==> src/rtl/matrix_transpose_buffer.sv <==
// matrix_transpose_buffer
//   ROWS x COLS frame buffer. A full matrix is captured row-major from a
//   valid/ready input stream. It is then replayed on a valid/ready output
//   stream, either row-major (mode_tr=0) or column-major (mode_tr=1).
//   mode_tr is sampled when the last element of the frame is accepted.
//
//   Build option: DOUBLE_BUFFER_EN
//     defined   : two banks with full flags, so one frame can be written
//                 while the other is read. Sustains one element per cycle
//                 in both directions.
//     undefined : single bank with strict FILL/DRAIN alternation.
//
//   state | meaning (single-bank build)
//   FILL  | accepting input elements, output idle
//   DRAIN | replaying the stored frame, input stalled
module matrix_transpose_buffer #(
  parameter int DATA_W = 4,
  parameter int ROWS   = 4,
  parameter int COLS   = 4
) (
  input  logic              clk,
  input  logic              rst,
  input  logic              in_valid,
  output logic              in_ready,
  input  logic [DATA_W-1:0] in_data,
  input  logic              mode_tr,
  output logic              out_valid,
  input  logic              out_ready,
  output logic [DATA_W-1:0] out_data,
  output logic              out_last
);

  localparam int RW = (ROWS > 1) ? $clog2(ROWS) : 1;
  localparam int CW = (COLS > 1) ? $clog2(COLS) : 1;
  localparam logic [RW-1:0] ROW_MAX = RW'(ROWS - 1);
  localparam logic [CW-1:0] COL_MAX = CW'(COLS - 1);

  logic [RW-1:0] wr_row_q, wr_row_d;
  logic [CW-1:0] wr_col_q, wr_col_d;
  logic [RW-1:0] rd_row_q, rd_row_d;
  logic [CW-1:0] rd_col_q, rd_col_d;

  logic wr_fire;
  logic rd_fire;
  logic wr_at_end;
  logic rd_at_end;
  logic rd_done;
  logic rd_mode;

  // Index positions of the final element, independent of handshakes so the
  // control logic can use them without forming a loop through the ready/valid
  // outputs.
  assign wr_at_end = (wr_row_q == ROW_MAX) && (wr_col_q == COL_MAX);
  assign rd_at_end = (rd_row_q == ROW_MAX) && (rd_col_q == COL_MAX);

  assign wr_fire  = in_valid && in_ready;
  assign rd_fire  = out_valid && out_ready;
  assign rd_done  = rd_fire && rd_at_end;
  assign out_last = out_valid && rd_at_end;

  // Write index: column fastest, explicit wrap so non-power-of-2 sizes work.
  always_comb begin
    wr_row_d = wr_row_q;
    wr_col_d = wr_col_q;
    if (wr_fire) begin
      if (wr_col_q == COL_MAX) begin
        wr_col_d = '0;
        if (wr_row_q == ROW_MAX) begin
          wr_row_d = '0;
        end else begin
          wr_row_d = wr_row_q + 1'b1;
        end
      end else begin
        wr_col_d = wr_col_q + 1'b1;
      end
    end
  end

  // Read index: order depends on the mode latched for the frame being read.
  always_comb begin
    rd_row_d = rd_row_q;
    rd_col_d = rd_col_q;
    if (rd_fire) begin
      if (rd_at_end) begin
        rd_row_d = '0;
        rd_col_d = '0;
      end else if (!rd_mode) begin
        if (rd_col_q == COL_MAX) begin
          rd_col_d = '0;
          rd_row_d = rd_row_q + 1'b1;
        end else begin
          rd_col_d = rd_col_q + 1'b1;
        end
      end else begin
        if (rd_row_q == ROW_MAX) begin
          rd_row_d = '0;
          rd_col_d = rd_col_q + 1'b1;
        end else begin
          rd_row_d = rd_row_q + 1'b1;
        end
      end
    end
  end

  // Index counter registers.
  always_ff @(posedge clk or posedge rst) begin
    if (rst) begin
      wr_row_q <= '0;
      wr_col_q <= '0;
      rd_row_q <= '0;
      rd_col_q <= '0;
    end else begin
      wr_row_q <= wr_row_d;
      wr_col_q <= wr_col_d;
      rd_row_q <= rd_row_d;
      rd_col_q <= rd_col_d;
    end
  end

`ifdef DOUBLE_BUFFER_EN

  logic [DATA_W-1:0] mem_q [2][ROWS][COLS];
  logic [1:0] full_q, full_d;
  logic [1:0] mode_q, mode_d;
  logic       wr_b_q, wr_b_d;
  logic       rd_b_q, rd_b_d;

  assign in_ready = !full_q[wr_b_q];
  assign out_valid = full_q[rd_b_q];
  assign out_data = mem_q[rd_b_q][rd_row_q][rd_col_q];
  assign rd_mode = mode_q[rd_b_q];

  // Frame storage; the writer only touches a bank that is not full and the
  // reader only a bank that is full, so they never share a bank.
  always_ff @(posedge clk) begin
    if (wr_fire) begin
      mem_q[wr_b_q][wr_row_q][wr_col_q] <= in_data;
    end
  end

  // Bank handoff: a completed write marks its bank full, a completed read
  // frees its bank. Set and clear always target different banks.
  always_comb begin
    full_d = full_q;
    mode_d = mode_q;
    wr_b_d = wr_b_q;
    rd_b_d = rd_b_q;
    if (in_valid && !full_q[wr_b_q] && wr_at_end) begin
      full_d[wr_b_q] = 1'b1;
      mode_d[wr_b_q] = mode_tr;
      wr_b_d = ~wr_b_q;
    end
    if (out_ready && full_q[rd_b_q] && rd_at_end) begin
      full_d[rd_b_q] = 1'b0;
      rd_b_d = ~rd_b_q;
    end
  end

  // Bank control registers.
  always_ff @(posedge clk or posedge rst) begin
    if (rst) begin
      full_q <= 2'b00;
      mode_q <= 2'b00;
      wr_b_q <= 1'b0;
      rd_b_q <= 1'b0;
    end else begin
      full_q <= full_d;
      mode_q <= mode_d;
      wr_b_q <= wr_b_d;
      rd_b_q <= rd_b_d;
    end
  end

`else

  typedef enum logic {
    S_FILL  = 1'b0,
    S_DRAIN = 1'b1
  } state_t;

  logic [DATA_W-1:0] mem_q [ROWS][COLS];
  state_t state_q, state_d;
  logic   mode_q, mode_d;

  assign out_data = mem_q[rd_row_q][rd_col_q];
  assign rd_mode = mode_q;

  // Frame storage; written only while filling, so it is stable during drain.
  always_ff @(posedge clk) begin
    if (wr_fire) begin
      mem_q[wr_row_q][wr_col_q] <= in_data;
    end
  end

  // State register and readout mode latch.
  always_ff @(posedge clk or posedge rst) begin
    if (rst) begin
      state_q <= S_FILL;
      mode_q <= 1'b0;
    end else begin
      state_q <= state_d;
      mode_q <= mode_d;
    end
  end

  // Next-state and handshake outputs.
  always_comb begin
    state_d = state_q;
    mode_d = mode_q;
    in_ready = 1'b0;
    out_valid = 1'b0;
    case (state_q)
      S_FILL: begin
        in_ready = 1'b1;
        if (in_valid && wr_at_end) begin
          state_d = S_DRAIN;
          mode_d = mode_tr;
        end
      end
      S_DRAIN: begin
        out_valid = 1'b1;
        if (out_ready && rd_at_end) begin
          state_d = S_FILL;
        end
      end
      default: begin
        state_d = S_FILL;
      end
    endcase
  end

`endif

endmodule

==> config.mk <==
export PLATFORM = sky130hd
export DESIGN_NAME = matrix_transpose_buffer
export DESIGN_NICKNAME = d
export VERILOG_FILES = /design/src/rtl/matrix_transpose_buffer.sv
export SDC_FILE = /design/constraint.sdc
export NUM_CORES = 1
export LEC_CHECK = 0
export ABC_AREA = 1
export BUFFER_PORTS_ARGS = -buffer_cell sky130_fd_sc_hd__buf_2
export CAP_MARGIN = 30
export CORE_ASPECT_RATIO = 0.7
export CORE_UTILIZATION = 30
export DETAILED_ROUTE_END_ITERATION = 8
export PLACE_DENSITY = 0.51
export SETUP_SLACK_MARGIN = 0.2
export SYNTH_ARGS = -nofsm -noshare
export SYNTH_HDL_FRONTEND = slang
export SYNTH_SLANG_ARGS = --single-unit
==> constraint.sdc <==
create_clock -name clk -period 2.6 [get_ports clk]
set_input_delay 0.26 -clock clk [delete_from_list [all_inputs] [get_ports clk]]
set_output_delay 0.26 -clock clk [all_outputs]
set_load 0.01 [all_outputs]
---- After elaboration in Yosys (flattened, before gate mapping) ----
Memories as Yosys holds them, arrays and structs flattened.
Index checks and enable logic that the tools add are counted.
word-level totals
  bits in registers ....................... 10
  RAM bits ................................ 64
  input bits .............................. 9
  output and inout port bits .............. 7
  word-level logic and storage cells ...... 57
  memories kept ........................... 1
memories
  memory  words  width  rd ports  clocked after Yosys merged registers in  write ports  line  source
  mem_q   4      16     1         0                                        1            181   logic [DATA_W-1:0] mem_q [ROWS][COLS];
operators by class
  $add $sub $neg .......................... 4
  $lt $le $gt $ge ......................... 3
  eq/ne operators ......................... 5
  multiplexer cells ....................... 22
  bitwise logic cells ..................... 3
  reductions and logical operators ........ 13
operators with widths
  operator               count
  $mux W2                10
  $mux W16               1
  $mux W4                3
  $add A2 B1 Y2 const B  4
  $bmux W4 S2            1
  $demux W4 S2           1
  $eq A2 B2 Y1 const B   4
  $logic_and A1 B1 Y1    8
  $reduce_and A2 Y1      4
  $ge A3 B3 Y1 const B   2
  $not A2 Y3             2
  $mux W1                5
  $lt A3 B1 Y1 const B   1
  $ne A3 B2 Y1 const B   1
  $reduce_bool A3 Y1     1
  $pmux W1 S2            1
  $not A1 Y1             1

---- Longest topological paths before layout ----
  depth after elaboration ................. 6
  depth in mapped cells ................... 9
  mapped depth without buffers ............ 7

---- Worst setup path after synthesis ----
No wires, ideal clock.
  path kind ............................... flip-flop to flip-flop
  from .................................... reg state_q
  to ...................................... mem mem_q[3][10] in the netlist's numbering, enable pin
  setup time .............................. 0.329 ns
  arrival ................................. 1.131 ns
  slack ................................... 1.139 ns
  cell stages (with the launch flop) ...... 6
  cell sequence ........................... dfrtp_1 inv_1 nand2_1 inv_1 nand2_1 nor2_1
on the way
  longest elaborated chain between the ends .. 4
ends and longest elaborated chain
  item                            line  source
  start, declared                 182   state_t state_q, state_d;
  start signal, assigned          201   state_q <= state_d;
  $mux W1                         212   case (state_q)
  net in_ready                    24    output logic in_ready,
  $logic_and A1 B1 Y1             56    assign wr_fire = in_valid && in_ready;
  $mux W1                         190   if (wr_fire) begin
  $mux W16 (not written as such)  191   mem_q[wr_row_q][wr_col_q] <= in_data;
  end, declared                   181
The timed path passes the listed nets, and every way through them passes these cells.

---- Worst setup path after layout ----
  from .................................... reg rd_row_q[1]
  to ...................................... out out_data[3]
on the way
  longest elaborated chain between the ends .. 4
ends and longest elaborated chain
  item                                        line  source
  start, declared                             40    logic [RW-1:0] rd_row_q, rd_row_d;
  start signal, assigned                      115   rd_row_q <= rd_row_d;
  $mem_v2 Z4 W16                              --
  $bmux W4 S2                                 185   assign out_data = mem_q[rd_row_q][rd_col_q];
  $mux W4 (not written as such) (2 in a row)  185
  end, declared                               29    output logic [DATA_W-1:0] out_data,
No other way between the ends. The select of a mux whose other input is x is not followed.

==> impl_metrics.json <==
{
  "outcome": "completed",
  "start_util_pct": 31.0,
  "layout_commonest_cell": "nand2_1",
  "rsz0062_at_grt": "no",
  "final_cell_mix": "nand2_1 (97), inv_1 (66), edfxtp_1 (64), nand3_1 (53), nor2_1 (20)",
  "ys_seq_area_share_pct": 63.2,
  "path_common_cell": "nand3_1",
  "core-area_sq_um": 11100,
  "met1_usage_pct": 20.7,
  "syn_area_per_cell_sq_um": 9.94,
  "ctsResizeCount": 0,
  "boundaryPins": 16,
  "fin_crit_ps": 2140,
  "post_cts_buffers": 0,
  "max-cap-violations": 0,
  "worst_slew_pin_slew_ps": 629,
  "cp_slowest_stage_delay_ps": 740,
  "io_buffers": 15,
  "ys_seq_elements": 74,
  "synthToLayoutAreaGrowth_pct": 14.1,
  "clock-root-buffer": "clkbuf_16",
  "p_per_area_nw_per_um2": 1050,
  "dpl.cell_count": 505,
  "cts-buffers-inserted": 9,
  "synth_cell_type_count": 16,
  "hpwl_mm": 5.17,
  "grt_use_total_pct": 14.3,
  "grt.busiest_layer": "met1",
  "grt_max_degree": 34,
  "fmax_mhz": 468,
  "clk_latency_ps": 330,
  "crit_path_cell_trace": "inv_4, nand3_1, nand3_1, nand3_1, nand2_1, buf_2",
  "final_util_pct": 35.4,
  "vias_per_cell": 4.34,
  "syn-cell-area_sq_um": 3440,
  "syn_inst": 346,
  "fin_crit_sh_pct": 82.2,
  "ys_warn_count": 0,
  "grt_pass1_vias": 2195,
  "p_leak_nw": 1.72,
  "drc": 0,
  "ir_worst_vdd_mv": 0.405,
  "ant_nets": 0,
  "syn-num-nets": 366,
  "clockBufferDepth": 2,
  "maxSlewHeadroom_pct": 58.1,
  "drtPass1Iterations": 4,
  "cp_max_fo": 17,
  "drtIter0Drc": 93,
  "required_ps": 2340,
  "h-tree-depth": 3,
  "met3_usage_pct": 4.24,
  "cts_tree": "done",
  "die_x_microns": 130,
  "gp_congestion": 0.784,
  "path_class": "reg -> out",
  "antenna_cells": 0,
  "hold_path.class": "in -> reg",
  "crit_arrival_ps": 1880,
  "clock-sinks": 74,
  "num_vias": 2268,
  "final_cells": 522,
  "die_area_sq_um": 11900,
  "layout-drive-gt1-share_pct": 8.67,
  "grt_pass1_wl_mm": 12.2,
  "rows": 32,
  "end_kind": "output pin",
  "antenna_found_initial": 0,
  "worst_clock_skew_ps": 3.96,
  "crit_path_top_delay_cell": "dfrtp_1",
  "gr-total-overflow": 0,
  "grt_use_met2_pct": 20.3,
  "die_y_microns": 91.6,
  "nNetsFinal": 384,
  "finalWirelength_mm": 7.53,
  "wire_per_inst_microns": 14.4,
  "fillers": 1150,
  "critical_path.startpoint_type": "flip-flop",
  "finalHoldViolations": 0,
  "maxSlewViolCount": 0,
  "tns_ps": 0,
  "setup_violations": 0,
  "cts.clk_slew.worst_paths_ps": 50
}
-- per-layer routing --
layer / routed length [microns] / share of wire [%]
met5: 0 / 0
met4: 88 / 1.2
met3: 380 / 5.0
met2: 3340 / 44
met1: 3710 / 49
-- stage by stage --
step	instance area [sq um]	setup slack, ps	hold slack (ps)	power [mW]
final	3920	462	131	4.11
after global routing	3920	309	156	4.39
after CTS	3920	438	124	4.17
after detailed placement	3620	807	288	2.93
after global placement	3620	794	285	2.93
after floorplan	3440	1140	100	2.57
-- state kept, by name (all words and copies together) (netlist names) --
name / flops
wr_row_q: 2
mode_q: 1
state_q: 1
mem_q: 64
wr_col_q: 2
rd_col_q: 2
rd_row_q: 2
-- where the power goes --
| group | switching (mW) | internal [mW] | total, mW | leakage (nW) |
|---|---|---|---|---|
| sequential | 0.160 | 1.44 | 1.60 | 0.698 |
| clock | 0.449 | 0.765 | 1.21 | 0.141 |
| combinational | 0.882 | 0.410 | 1.29 | 0.879 |
-- layout make-up --
| type | instances | area (sq um) | area share, % |
|---|---|---|---|
| flip-flops and latches | 74 | 2170 | 55.4 |
| multi-input cells | 193 | 908 | 23.2 |
| inverters | 68 | 263 | 6.70 |
| clock buffers | 13 | 250 | 6.38 |
| well taps | 153 | 191 | 4.88 |
| repair buffers | 18 | 100 | 2.55 |
| clock inverters | 3 | 38.8 | 0.989 |
-- repair_timing --
action	CTS	global route
setup endpoints to repair	0	0
hold buffers	1	0
endpoints found under the hold margin	10	0
-- synth_stat cells, drive strengths merged --
library cell / count / area, sq um
nand2: 97 / 364
clkbuf: 1 / 3.75
nand3: 53 / 265
inv: 68 / 263
buf: 10 / 91.3
o21ai: 10 / 50.1
nor2: 21 / 86.3
edfxtp: 64 / 1920
a21oi: 1 / 5.00
ha: 11 / 138
dfrtp: 10 / 250
-- kinds of logic (layout without fill, tap and decap cells) --
| logic type | after synthesis | after routing | share of synthesized area, % |
|---|---|---|---|
| buffers and inverters | 79 | 102 | 10.4 |
| adders and majority gates | 11 | 11 | 4.00 |
| and+or+nand+nor | 171 | 171 | 20.8 |
| AOI/OAI and AO/OA | 11 | 11 | 1.60 |
| DFF | 74 | 74 | 63.2 |
-- worst paths after layout --
kind / start / endpoint / slack (ps) / cells past startpoint
max: rd_row_q[1] / out_data[3] / 460 / 6
min: mode_tr / mode_q / 130 / 3
max reg2reg: rd_row_q[0] / rd_col_q[0] / 800 / 7
min reg2reg: state_q / state_q / 530 / 2
max in group asynchronous: rst / rd_row_q[1] / 1810 / 3
min in group asynchronous: rst / wr_col_q[1] / 480 / 3
-- worst max-delay path, delay by kind of cell (launching register included) --
family	cells	cell delay (ps)
AND/OR/NAND/NOR	4	440
buffers and inverters	2	350
flip-flops	1	740
(Power assumes the default switching activity.)
